## src/rtl/mem_ctrl.sv

```systemverilog
// Data-memory controller between the MEM stage, a UART loader and a single-port BRAM.
// Stores complete in one cycle; loads stall for the BRAM latency and are extended on return.
module mem_ctrl #(
  parameter int unsigned ADDR_BITS = 14,
  parameter int unsigned RD_LAT    = 1
) (
  input  logic                 clk,
  input  logic                 rst,
  input  logic [31:0]          core_addr,
  input  logic [31:0]          core_wdata,
  input  logic                 core_we,
  input  logic                 core_re,
  input  logic [2:0]           core_ldst,
  output logic [31:0]          core_rdata,
  output logic                 core_stall,
  output logic                 core_misalign,
  input  logic                 uart_mode,
  input  logic                 uart_we,
  input  logic [ADDR_BITS-1:0] uart_addr,
  input  logic [31:0]          uart_wdata,
  output logic [ADDR_BITS-1:0] bram_addr,
  output logic [31:0]          bram_wdata,
  output logic [3:0]           bram_be,
  input  logic [31:0]          bram_rdata
);

  typedef enum logic [1:0] {StIdle, StRdWait, StRdDone, StLoad} state_t;

  localparam logic [1:0] LastCnt = 2'(RD_LAT - 1);

  state_t      state_q, state_d;
  logic [1:0]  cnt_q, cnt_d;
  logic [31:0] rdata_q;

  logic [1:0]  off;
  logic        legal_code;
  logic        misaligned;
  logic [3:0]  store_be;
  logic [31:0] store_wdata;
  logic [31:0] shifted;
  logic [31:0] load_ext;
  logic        unused_addr_hi;

  assign off            = core_addr[1:0];
  assign unused_addr_hi = ^core_addr[31:ADDR_BITS+2];

  always_comb begin
    legal_code = 1'b0;
    case (core_ldst)
      3'b000, 3'b001, 3'b010, 3'b100, 3'b101: legal_code = 1'b1;
      default:                                legal_code = 1'b0;
    endcase
  end

  assign misaligned = !legal_code
                    || (core_ldst[1:0] == 2'b01 && off[0])
                    || (core_ldst[1:0] == 2'b10 && off != 2'b00);

  always_comb begin
    store_be    = 4'b1111;
    store_wdata = core_wdata;
    case (core_ldst[1:0])
      2'b00: begin
        store_be    = 4'b0001 << off;
        store_wdata = {4{core_wdata[7:0]}};
      end
      2'b01: begin
        store_be    = 4'b0011 << off;
        store_wdata = {2{core_wdata[15:0]}};
      end
      default: begin
        store_be    = 4'b1111;
        store_wdata = core_wdata;
      end
    endcase
  end

  // Halfword loads are aligned here, so off is 0 or 2 and the shift lands the half at [15:0].
  assign shifted = bram_rdata >> {off, 3'b000};

  always_comb begin
    load_ext = bram_rdata;
    case (core_ldst[1:0])
      2'b00:   load_ext = core_ldst[2] ? {24'b0, shifted[7:0]}
                                       : {{24{shifted[7]}}, shifted[7:0]};
      2'b01:   load_ext = core_ldst[2] ? {16'b0, shifted[15:0]}
                                       : {{16{shifted[15]}}, shifted[15:0]};
      default: load_ext = bram_rdata;
    endcase
  end

  always_comb begin
    state_d       = state_q;
    cnt_d         = cnt_q;
    core_stall    = 1'b0;
    core_misalign = 1'b0;
    core_rdata    = rdata_q;
    bram_addr     = core_addr[ADDR_BITS+1:2];
    bram_wdata    = store_wdata;
    bram_be       = 4'b0000;

    unique case (state_q)
      StIdle: begin
        if (uart_mode) begin
          state_d    = StLoad;
          core_stall = core_we | core_re;
        end else if (core_we) begin
          if (misaligned) begin
            core_misalign = 1'b1;
            core_rdata    = '0;
          end else begin
            bram_be = store_be;
          end
        end else if (core_re) begin
          if (misaligned) begin
            core_misalign = 1'b1;
            core_rdata    = '0;
          end else begin
            core_stall = 1'b1;
            state_d    = StRdWait;
            cnt_d      = '0;
          end
        end
      end
      StRdWait: begin
        core_stall = 1'b1;
        if (cnt_q == LastCnt) begin
          state_d = StRdDone;
          cnt_d   = '0;
        end else begin
          cnt_d = cnt_q + 2'd1;
        end
      end
      StRdDone: begin
        core_rdata = load_ext;
        // A loader request that arrived mid-read is honoured only after the read returns.
        state_d    = uart_mode ? StLoad : StIdle;
      end
      StLoad: begin
        core_stall = core_we | core_re;
        bram_addr  = uart_addr;
        bram_wdata = uart_wdata;
        bram_be    = {4{uart_we}};
        if (!uart_mode) state_d = StIdle;
      end
      default: state_d = StIdle;
    endcase

    if (rst) begin
      state_d       = StIdle;
      cnt_d         = '0;
      core_misalign = 1'b0;
      core_rdata    = '0;
      bram_be       = 4'b0000;
    end
  end

  always_ff @(posedge clk) begin
    if (rst) begin
      state_q <= StIdle;
      cnt_q   <= '0;
      rdata_q <= '0;
    end else begin
      state_q <= state_d;
      cnt_q   <= cnt_d;
      rdata_q <= core_rdata;
    end
  end

endmodule

```

## config.mk

```make
export PLATFORM = sky130hd
export DESIGN_NAME = mem_ctrl
export DESIGN_NICKNAME = d
export VERILOG_FILES = /design/src/rtl/mem_ctrl.sv
export SDC_FILE = /design/constraint.sdc
export NUM_CORES = 1
export LEC_CHECK = 0
export CORE_ASPECT_RATIO = 1.75
export CORE_MARGIN = 1
export CORE_UTILIZATION = 25
export DETAILED_ROUTE_END_ITERATION = 12
export MAX_ROUTING_LAYER = met4
export SYNTH_ARGS = -nofsm -noshare
export SYNTH_HDL_FRONTEND = slang
export SYNTH_SLANG_ARGS = --single-unit
```

## constraint.sdc

```tcl
create_clock -name clk -period 2.5 [get_ports clk]
set_input_delay 0.25 -clock clk [delete_from_list [all_inputs] [get_ports clk]]
set_output_delay 0.25 -clock clk [all_outputs]
set_load 0.02 [all_outputs]
```

* Word level (Yosys, flattened, before mapping)
Index checks and enable logic that the tools add are counted.
Cells by class: $add $sub $neg 1, equal/unequal tests 18, shifts and indexed selects 3, muxes and demuxes 44, bitwise gates (word level) 1, reductions and logical operators 14
Operators by type and width (number):
- two-way mux 32 bit | 8
- one-hot mux 32 bit (2 select lines) | 3
- right shift 32 x 5 -> 16 bit | 1
- two-way mux 2 bit | 12
- two-way mux 4 bit | 4
- one-hot mux 4 bit (2 select lines) | 2
- two-way mux 14 bit | 1
- inequality test 2 bit (second input constant) | 6
- two-way mux 1 bit | 11
- AND reduction 5 bit | 2
- inequality test 3 bit (second input constant) | 3
- one-hot mux 2 bit (4 select lines) | 1
- == test 2 bit (second input constant) | 3
- == test 3 bit (second input constant) | 2
- zero test 2 bit | 3
- OR reduction 5 bit | 1
- == test 2 x 1 -> 1 bit (second input constant) | 2
- one-hot mux 2 bit (2 select lines) | 1
- nonzero test 2 bit | 2
- left shift 1 x 2 -> 4 bit (first input constant) | 1
- left shift 2 x 2 -> 4 bit (first input constant) | 1
- == test 3 x 1 -> 1 bit (second input constant) | 1
- == test 3 x 2 -> 1 bit (second input constant) | 1
- zero test 3 bit | 1
- other kinds (6) | 8
Storage, ports and cells: register bits 36, input port bits 151, output and inout port bits 84, logic and storage cells 84

* Depth between registers and ports, before layout
depth after elaboration 12, mapped depth 7, gate-level depth less buffers 6

* Worst setup path after synthesis
OpenSTA, ideal clock, no wires.
kind register to output, start reg state_q[0], end out core_rdata[10], arrival time 1.925 ns, data required time 2.250 ns, path slack 0.325 ns, stages on the path, launching flop included 8, buffers on the path 1, cells stage by stage dfxtp_1 > inv_1 > ha_1 > nor2b_2 > o21ai_2 > o211a_4 > buf_6 > a2111o_1
On the way: word-level cells in the longest chain between the ends 3, elaborated cells on any way between the ends 4, those cells by class eq/ne (1); mux (2); reduce/logical (1)
RTL lines:
- start: declaration | RTL line 31 | state_t state_q, state_d;
- start signal: assignment | RTL line 160 | state_q <= StIdle;
- start signal: assignment | RTL line 164 | state_q <= state_d;
- == test 2 bit or zero test 2 bit (tied branches) | RTL line 102 | unique case (state_q)
- one-hot mux 32 bit (2 select lines) (*) | RTL line 102
- two-way mux 32 bit (*) | RTL line 149 | if (rst) begin
- end: declaration | RTL line 14 | output logic [31:0] core_rdata,
Mark *: on every way between the ends. The rest lies on a longest branch, timed or not.

* Final worst setup path
start reg state_q[0], end out core_rdata[8]
The elaborated chain is that of the path after synthesis.

==> results.ini <==
[yosys]
synthFlopType=dfxtp_1
yosysSeqAreaShare=0.214
synth-edff-count=0
synthesis.area_um2=3370
synth.top_cell.area_share=0.214
netlist_top_cells_area=dfxtp_1 21%, mux2i_1 9.8%, mux2_2 7.7%
avgSynthCellArea_um2=7.94
synthDistinctLibCells=45
synthArstFlopShare=0
synthCells=425
synth_nets=583
ys_seq_elements=36
ys.warnings.count=0
yosys.area.top_type=dfxtp_1

[timing]
period_needed_ps=2530
fmax_mhz=396
tns_ps=-25.5
fin_skew_ps=1.60
hold_violations=0
setup_viol=1
worst_pin_slew_ps=564
rsz0062_at_grt=yes
setup_slack_ps=-25.5
slew_headroom=0.624
final-max-slew-violation-count=0
min_period_over_period=1.01

[setup_path]
crit_path_frequent_cell=buf_6
ff2ff_path_depth=12
startpoint_type=flop
reg2reg_slack_ps=410
path_delay_family=buffers and inverters
critPathCaptureType=output pin
path_cells=inv_2, buf_6, ha_4, buf_4, inv_2, nand2_2, buf_12, o211a_4, buf_6, buf_6, a2111o_1, buf_6
worstPathBufferInverterCount=8
arrival_ps=2280
worstReg2RegEnd=rdata_q[12]
worstSetupPathType=reg -> out
cp_slowest_cell=a2111o_1
required_ps=2250
cp_max_fo=5
max_stage_delay_ps=420
reg2reg_from=state_q[0]

[global_routing]
grt_max_degree=56
grt_pass1_wl_um=25500
overflow=0
grt_pass1_vias=4772
grt_usage=0.245
antenna_found_initial=1

[routing]
first_iter_violations=199
wl_per_cell_um=19.4
drt-vias-per-instance=5.30
dr.pass1.iters=5
met3_length_um=1300
top_layer=met4
finalWirelength_um=17100
m1WireLength_um=6540
ant_nets=0
drc_errors=0
vias=4667
dr_wl_met2_um=8620

[die]
num_rows=55
io_pins=235
die_w_um=89.8
initial_utilization=0.258
dieArea_um2=14000
fp.dieH_um=156
fp.coreArea_um2=13100

[worst_hold_path]
min-delay-start=rdata_q[15]
worstHoldPathCells=1
worstHoldPathType=reg -> reg
whs_endpoint=rdata_q[15]

[final_layout]
layout_common_cells=169 x clkdlybuf4s50_1, 92 x buf_4, 49 x nand2_1, 34 x dfxtp_1, 33 x mux2i_1
final_core_util=0.502
num-fill-cells=1289
layout_commonest_cell=clkdlybuf4s50_1
area.growth.synth_to_final_pct=94.5
drive_gt1_frac=0.285
fin_nets=867
finalNonFillerCells=881

[pwr]
leakagePower_nw=2.72
power.density_nw_per_um2=473
clkPwrFrac=0.212
vdd_drop_max_mv=0.257
p_sw_mw=1.14
p_seq_frac=0.215
total_power_mw=3.10
swShare=0.367
comb_power_share=0.573
p_int_mw=1.97

[clock_tree]
h-tree-depth=2
cts_buffer_depth=2
clockRootBuffer=clkbuf_16
numCtsBuffers=5
clkTransAtPathRegs_ps=50
cts_sinks=36
hold_buffers=0
clk_latency_ps=280
cts_tree=built

[place]
place_ws_ps=-436
io_buffers=218
hpwl_um=13300
place.gp.congestion=0.882
dp.cells=850

[run_status]
status=complete, but fails checks
violations=setup timing

[flow_run]
max_cap_viol_count=0

==> final cells by class <==
class / count / area, µm² / area share
sequential: 36 / 723 / 0.110
inverter: 9 / 33.8 / 0.00515
tap: 171 / 214 / 0.0326
timing repair buffer: 320 / 2950 / 0.450
multi-input combinational: 337 / 2480 / 0.379
antenna: 1 / 2.50 / 0.000381
clock buffer: 7 / 153 / 0.0233
==> repair_timing <==
item	CTS	global route
cloned	1	1
setup buffers	20	2
endpoints found under the setup margin	63	31
resized for setup	157	28
pin swaps	12	10
==> kinds of logic after synthesis <==
family | after synthesis | share of synthesized area
muxes | 57 | 0.181
and+or+nand+nor | 97 | 0.138
AOI/OAI and AO/OA | 176 | 0.364
buffers and inverters | 52 | 0.0775
DFF | 36 | 0.214
adders and majority gates | 7 | 0.0260
==> state kept, by name, indices dropped and copies added (netlist names) <==
register  count
state_q       2
cnt_q         2
rdata_q      32
==> layer usage <==
| metal | GRT usage | vias up |
|---|---|---|
| met5 | - | - |
| met4 | 0.109 | 0 |
| met3 | 0.0439 | 33 |
| met2 | 0.438 | 263 |
| met1 | 0.263 | 2171 |
| li1 | - | 2200 |
==> power groups by stage <==
stage / Clock, mW / Combinational, mW / Sequential, mW
floorplan: 0 / 0.796 / 0.668
global placement: 0 / 1.67 / 0.670
detailed placement: 0 / 1.68 / 0.672
CTS: 0.670 / 1.77 / 0.665
global route: 0.691 / 1.89 / 0.671
finish: 0.659 / 1.78 / 0.667
==> Yosys cell counts (all sizes together), types with 5 or more instances <==
| master | count |
|---|---|
| nand2 | 51 |
| a21oi | 38 |
| dfxtp | 36 |
| mux2i | 33 |
| a31oi | 32 |
| o211ai | 27 |
| o21ai | 27 |
| clkbuf | 25 |
| mux2 | 23 |
| buf | 18 |
| nor2 | 15 |
| a2111o | 10 |
| a211oi | 10 |
| a2bb2oi | 9 |
| inv | 9 |
| ha | 7 |
| o221ai | 7 |
| or2 | 7 |
| and3 | 5 |
| o2111ai | 5 |
==> worst max-delay path by stage <==
stage	from	endpoint	slack, ps	depth (start not counted)
floorplan	state_q[0]	core_rdata[10]	320	7
global placement	core_ldst[0]	bram_wdata[15]	-400	8
detailed placement	core_addr[1]	core_rdata[16]	-440	7
CTS	state_q[0]	core_rdata[8]	-30	11
global route	state_q[0]	core_rdata[8]	-70	12
finish	state_q[0]	core_rdata[8]	-30	12
==> metrics by stage <==
| stage | hold WS (ps) | area [µm²] |
|---|---|---|
| floorplan | 389 | 3370 |
| global placement | 448 | 6200 |
| detailed placement | 455 | 6200 |
| CTS | 465 | 6560 |
| global route | 495 | 6560 |
| finish | 469 | 6560 |
(Power assumes the default switching activity.)
